<file path="config.mk">
export PLATFORM = sky130hd
export DESIGN_NAME = fifo_wr_framer_flat
export DESIGN_NICKNAME = d
export VERILOG_FILES = /design/src/rtl/fifo_wr_framer_if.sv /design/src/rtl/fifo_wr_framer.sv /design/src/flat_wrapper.sv
export SDC_FILE = /design/constraint.sdc
export NUM_CORES = 1
export LEC_CHECK = 0
export ABC_AREA = 1
export CAP_MARGIN = 20
export CORE_UTILIZATION = 46
export DETAILED_ROUTE_END_ITERATION = 7
export GPL_TIMING_DRIVEN = 0
export PLACE_DENSITY = 0.9
export SLEW_MARGIN = 20
export SYNTH_ARGS = -nofsm -noshare
export SYNTH_HDL_FRONTEND = slang
export SYNTH_SLANG_ARGS = --single-unit
</file>
<file path="constraint.sdc">
create_clock -name wclk -period 1.69 [get_ports wclk]
set_input_delay 0.507 -clock wclk [delete_from_list [all_inputs] [get_ports wclk]]
set_output_delay 0.507 -clock wclk [all_outputs]
set_load 0.05 [all_outputs]
</file>
<file path="src/rtl/fifo_wr_framer_if.sv">
// Source stream and FIFO write-port bundle for fifo_wr_framer.
// slave is the framer's view; master is the environment driving the source and full flag.
interface fifo_wr_framer_if #(
    parameter int DATA_WIDTH = 8
);
    logic                  full;
    logic                  s_valid;
    logic [DATA_WIDTH-1:0] s_data;
    logic                  s_last;
    logic                  s_ready;
    logic                  winc;
    logic [DATA_WIDTH-1:0] wdata;

    modport master (
        output full, s_valid, s_data, s_last,
        input  s_ready, winc, wdata
    );

    modport slave (
        input  full, s_valid, s_data, s_last,
        output s_ready, winc, wdata
    );
endinterface

</file>
<file path="src/rtl/fifo_wr_framer.sv">
// Write-side framer in front of an async FIFO: passes payload through, appends a {trunc,len} trailer.
// Optional FRAMER_STATS_EN adds trunc_cnt, counting trailers written with the truncation flag set.
module fifo_wr_framer #(
    parameter int DATA_WIDTH = 8,
    parameter int MAX_LEN    = 16,
    parameter int CNT_WIDTH  = 16
) (
    input  logic                 wclk,
    input  logic                 rst_n,
    fifo_wr_framer_if.slave      wr_if,
    output logic                 busy,
    output logic [CNT_WIDTH-1:0] frame_cnt
`ifdef FRAMER_STATS_EN
    ,
    output logic [CNT_WIDTH-1:0] trunc_cnt
`endif
);

    localparam int LEN_W = $clog2(MAX_LEN + 1);
    localparam logic [LEN_W-1:0] LEN_MAX = LEN_W'(MAX_LEN);

    typedef enum logic [1:0] {
        IDLE  = 2'd0,
        DATA  = 2'd1,
        TRAIL = 2'd2
    } state_e;

    state_e               state_q, state_d;
    logic [LEN_W-1:0]     len_q, len_d;
    logic                 trunc_q, trunc_d;
    logic [CNT_WIDTH-1:0] frame_cnt_q, frame_cnt_d;

    logic                  s_ready_c;
    logic                  winc_c;
    logic [DATA_WIDTH-1:0] wdata_c;
    logic                  trailer_wr;

    // Truncation flag lives in the MSB, payload length zero-padded into the LSBs.
    function automatic logic [DATA_WIDTH-1:0] trailer_word(input logic trunc,
                                                           input logic [LEN_W-1:0] len);
        logic [DATA_WIDTH-1:0] w;
        w                 = '0;
        w[LEN_W-1:0]      = len;
        w[DATA_WIDTH-1]   = trunc;
        return w;
    endfunction

    always_comb begin
        state_d     = state_q;
        len_d       = len_q;
        trunc_d     = trunc_q;
        frame_cnt_d = frame_cnt_q;
        s_ready_c   = 1'b0;
        winc_c      = 1'b0;
        wdata_c     = wr_if.s_data;
        trailer_wr  = 1'b0;

        unique case (state_q)
            IDLE, DATA: begin
                if (len_q < LEN_MAX) begin
                    s_ready_c = !wr_if.full;
                    winc_c    = wr_if.s_valid && !wr_if.full;
                    if (winc_c) begin
                        len_d = len_q + LEN_W'(1);
                    end
                end else begin
                    // Frame already holds MAX_LEN words: drain the excess without writing.
                    s_ready_c = 1'b1;
                    if (wr_if.s_valid) begin
                        trunc_d = 1'b1;
                    end
                end
                if (wr_if.s_valid && s_ready_c) begin
                    state_d = wr_if.s_last ? TRAIL : DATA;
                end
            end
            TRAIL: begin
                winc_c     = !wr_if.full;
                wdata_c    = trailer_word(trunc_q, len_q);
                trailer_wr = !wr_if.full;
                if (trailer_wr) begin
                    state_d     = IDLE;
                    len_d       = '0;
                    trunc_d     = 1'b0;
                    frame_cnt_d = frame_cnt_q + CNT_WIDTH'(1);
                end
            end
            default: begin
                state_d = IDLE;
            end
        endcase
    end

    always_ff @(posedge wclk) begin
        if (!rst_n) begin
            state_q     <= IDLE;
            len_q       <= '0;
            trunc_q     <= 1'b0;
            frame_cnt_q <= '0;
        end else begin
            state_q     <= state_d;
            len_q       <= len_d;
            trunc_q     <= trunc_d;
            frame_cnt_q <= frame_cnt_d;
        end
    end

`ifdef FRAMER_STATS_EN
    logic [CNT_WIDTH-1:0] trunc_cnt_q, trunc_cnt_d;

    always_comb begin
        trunc_cnt_d = trunc_cnt_q;
        if (trailer_wr && trunc_q) begin
            trunc_cnt_d = trunc_cnt_q + CNT_WIDTH'(1);
        end
    end

    always_ff @(posedge wclk) begin
        if (!rst_n) begin
            trunc_cnt_q <= '0;
        end else begin
            trunc_cnt_q <= trunc_cnt_d;
        end
    end

    assign trunc_cnt = trunc_cnt_q;
`endif

    assign wr_if.s_ready = s_ready_c;
    assign wr_if.winc    = winc_c;
    assign wr_if.wdata   = wdata_c;
    assign busy          = (state_q != IDLE);
    assign frame_cnt     = frame_cnt_q;

endmodule
</file>
<file path="src/flat_wrapper.sv">
// flat-port wrapper written by rule: the top's interface ports become plain ports
module fifo_wr_framer_flat 
#(
    parameter int DATA_WIDTH = 8,
    parameter int MAX_LEN    = 16,
    parameter int CNT_WIDTH  = 16
)
  (wclk, rst_n, busy, frame_cnt, wr_if_full, wr_if_s_valid, wr_if_s_data, wr_if_s_last, wr_if_s_ready, wr_if_winc, wr_if_wdata);
  fifo_wr_framer_if #(.DATA_WIDTH(DATA_WIDTH)) wr_if_i ();
  input  logic wclk;
  input  logic rst_n;
  output logic busy;
  output logic [CNT_WIDTH-1:0] frame_cnt;
  input wire logic [$bits(wr_if_i.full)-1:0] wr_if_full;
  input wire logic [$bits(wr_if_i.s_valid)-1:0] wr_if_s_valid;
  input wire logic [$bits(wr_if_i.s_data)-1:0] wr_if_s_data;
  input wire logic [$bits(wr_if_i.s_last)-1:0] wr_if_s_last;
  output wire logic [$bits(wr_if_i.s_ready)-1:0] wr_if_s_ready;
  output wire logic [$bits(wr_if_i.winc)-1:0] wr_if_winc;
  output wire logic [$bits(wr_if_i.wdata)-1:0] wr_if_wdata;
  assign wr_if_i.full = wr_if_full;
  assign wr_if_i.s_valid = wr_if_s_valid;
  assign wr_if_i.s_data = wr_if_s_data;
  assign wr_if_i.s_last = wr_if_s_last;
  assign wr_if_s_ready = wr_if_i.s_ready;
  assign wr_if_winc = wr_if_i.winc;
  assign wr_if_wdata = wr_if_i.wdata;
  fifo_wr_framer #(.DATA_WIDTH(DATA_WIDTH), .MAX_LEN(MAX_LEN), .CNT_WIDTH(CNT_WIDTH)) u_core (.wclk(wclk), .rst_n(rst_n), .wr_if(wr_if_i), .busy(busy), .frame_cnt(frame_cnt));
endmodule
</file>
==> impl_results.md <==
* Outcome: finished, violations left
* Failing checks: negative setup slack
* Critical path, cell by cell: inv_4 -> nor2_4 -> inv_4 -> buf_16 -> o21ai_4 -> buf_6
* CP peak stage delay at 0.39 ns
* Initial drt markers at 40
* Netlist cell types at 22
* Pleak at 0.880 nW
* # hold bufs at CTS at 0
* DRT antenna net count at 0
* Grt ovf at 0
* Drt first pass iters at 4
* Initial antenna violation count at 0
* Final-report hold violation count at 0
* Hold path endpoint: u_core.frame_cnt[6]$_SDFFE_PN0P_
* Tot GR Track Use at 0.227
* Crit path max-delay cell type: dfxtp_4
* RSZ-0062 raised after global routing: yes
* Post-route setup slack at -0.179 ns
* Final setup violation count at 10
* H-tree Lvls at 1
* Top cell type's share of synthesized area at 0.359
* Largest net degree at the start of global routing at 14
* Post-layout minimum cycle time at 1.87 ns
* Yosys Warn Count at 0
* PwrDens at 577 nW/um2
* Total number of vias at 1443
* Starting utilization of the core area at 0.485
* Arr. time, crit path at 1.36 ns
* First-pass GRT wire length at 5730 um
* Number of global-route vias before repair at 1360
* Worst IR drop on VDD at 406 uV
* Synth Net Count at 218
* Clock root cell: clkbuf_4
* Worst r2r dst: u_core.frame_cnt[9]$_SDFFE_PN0P_
* TritonCTS clock tree: done
* Hold slack at 0.488 ns
* Seq/Total Area, Yosys at 0.359
* Syn Area/Cell at 6.59 um2
* R2R depth at 6
* Share of cells above drive strength 1 at 0.305
* Slew Viols, Final at 0
* Actual slew at the worst max-slew pin at 0.444 ns
* CTS clock-pin slew for the worst setup and hold paths at 0.14 ns
* Worst hold path type: flop to flop
* Critical Path RT at 1.18 ns
* Syn Std Cell Area at 1340 um2
* Flop-to-flop setup slack at 0.32 ns
* Worst Path Max Fanout at 5
* DR vias/cell at 5.03
* Hold Path Stages at 2
* Diode count at 0
* Layout overhead on the synthesized area at 53.1%
* CP Capture Type: primary output
* GPL Wtd Cong at 0.822
* Hold_sp: u_core.frame_cnt[6]$_SDFFE_PN0P_
* Finished Core Util at 0.743
* Largest cells by area after synthesis: dfxtp_1, nand2_1, inv_1
* Nets at 272
* # DRC at 0
* Max-cap violations at 0
* Synth Register Bits at 24
* Die extent in x at ~56 um
* Max-Slew Margin vs Limit at 0.702
* Highest Clock Rate at 535 MHz
* Hpwl dp at 2220 um
* Clk_lat worst skew at around 0.33 ns
* Final period utilization at 1.11
* Inst Count DP at 273
* Worst reg2reg startpoint: u_core.state_q[1]$_SDFFE_PN0P_
* Die area at 3130 um2
* I/O pin count at 40
* Top cell by count, worst path: inv_4
* Area leader, netlist: dfxtp_1
* IO Port Bufs at 39
* Placeable Area at 2760 um2
* Setup Skew at 0.0146 ns
* Max Root-Sink Buffers at 2
* Nature of the critical path startpoint: flop
* Wire length per cell at 11.2 um
* Row cnt at 19
* WS Path Type: flop to primary output
* Filler instances at ~210
* CTS sink count at 24
* Dpl ws at -1.29 ns
* Final wirelength at 3230 um
* Clock buffer count from CTS at 3
* Fin cells at between 200 and 300
* Die height at about 56 um
* Cells after Synth at 203
==> critical path, delay by kind of cell (launching register included) <==
| kind | cells | cell delay (ns) |
|---|---|---|
| flip-flops | 1 | 0.39 |
| buffers and inverters | 4 | 0.42 |
| AO/OA/AOI/OAI | 1 | 0.11 |
| AND/OR/NAND/NOR | 1 | 0.12 |
==> state kept, by name (all words and copies together) (netlist names) <==
register          flops
u_core.frame_cnt     16
u_core.len_q          5
u_core.state_q        2
u_core.trunc_q        1
==> worst max path at each step <==
| stage | start | slack, ns | to | cells after the start |
|---|---|---|---|---|
| 6_report | u_core.state_q[1]$_SDFFE_PN0P_ | -0.18 | wr_if_wdata[0] | 6 |
| 3_3_place_gp | wr_if_full | -1.26 | wr_if_winc | 5 |
| 3_5_place_dp | wr_if_full | -1.29 | wr_if_winc | 5 |
| 4_1_cts | u_core.state_q[1]$_SDFFE_PN0P_ | -0.27 | wr_if_wdata[4] | 8 |
| 2_1_floorplan | wr_if_s_data[6] | -0.002 | wr_if_wdata[6] | 2 |
| 5_1_grt | u_core.state_q[1]$_SDFFE_PN0P_ | -0.24 | wr_if_wdata[2] | 6 |
==> synthesized netlist by cell type <==
| library cell | number |
|---|---|
| buf_2 | 2 |
| ha_1 | 2 |
| o21ai_1 | 6 |
| nor3_4 | 1 |
| nand2_2 | 2 |
| nor3b_1 | 1 |
| nand3_1 | 12 |
| o21ai_0 | 6 |
| inv_1 | 37 |
| o211ai_1 | 1 |
| nand3_2 | 2 |
| nor2_1 | 25 |
| nand4_4 | 1 |
| nand2_1 | 48 |
| nor3_1 | 5 |
| inv_2 | 2 |
| nor2_4 | 3 |
| or2_2 | 1 |
| dfxtp_1 | 24 |
| a21oi_1 | 14 |
| nand3_4 | 1 |
| nand4_1 | 7 |
==> where the power goes <==
group          total [mW]  internal (mW)  switching, mW
Combinational       0.293          0.120          0.173
Sequential          0.579          0.572        0.00643
Clock               0.311          0.132          0.179
Total                1.18          0.824          0.358
==> layout make-up <==
class                      instances  area (um2)  area share
inverter                          39         151      0.0739
tap                               31        38.8      0.0189
buffer                             1        5.00     0.00244
sequential                        24         485       0.237
multi-input combinational        138         816       0.398
timing repair buffer              50         515       0.252
clock buffer                       4        36.3      0.0177
==> metrics by stage <==
step | area [um2] | power, mW | TNS, ns
floorplan | 1410 | 0.750 | -0.00224
global placement | 1840 | 0.830 | -12.32
detailed placement | 1840 | 0.834 | -13.04
CTS | 2060 | 1.18 | -1.81
global route | 2050 | 1.23 | -1.87
finish | 2050 | 1.18 | -1.34
==> cell usage in the layout (no fill, tap or decap), types with 2 or more instances in the layout <==
cell type	count
ha_1	2
clkbuf_4	3
buf_6	10
nand3_1	12
nand2_2	5
inv_4	2
nor3_1	5
inv_2	4
nor2_4	4
buf_4	9
nand2_1	41
nor2_1	23
buf_2	3
o21ai_4	5
inv_1	33
dlygate4sd2_1	3
clkdlybuf4s50_1	8
nand3_2	2
nand4_1	7
o21ai_0	6
a21oi_1	13
clkdlybuf4s15_2	13
buf_8	2
dfxtp_1	22
nand2_4	4
==> timing repair <==
| action | CTS | global route |
|---|---|---|
| pin swaps | 5 | 5 |
| endpoints found under the hold margin | 0 | 0 |
| endpoints found under the setup margin | 29 | 14 |
| setup buffers | 9 | 1 |
| gates cloned | 1 | 0 |
| resized for setup | 148 | 13 |
==> cell families after synthesis <==
logic type / after synthesis / share of synthesized area
AND/OR/NAND/NOR: 109 / 0.402
buffers and inverters: 41 / 0.117
flip-flops: 24 / 0.359
AO/OA/AOI/OAI: 27 / 0.103
adder cells (fa/ha/maj): 2 / 0.0187
==> per-layer routing <==
metal	track usage	wire length (um)	vias up
met5	0	0	-
met4	0.0767	44	0
met3	0.0279	133	5
met2	0.411	1620	38
met1	0.278	1430	651
li1	-	-	749
Power figures use the tool's default switching activity.
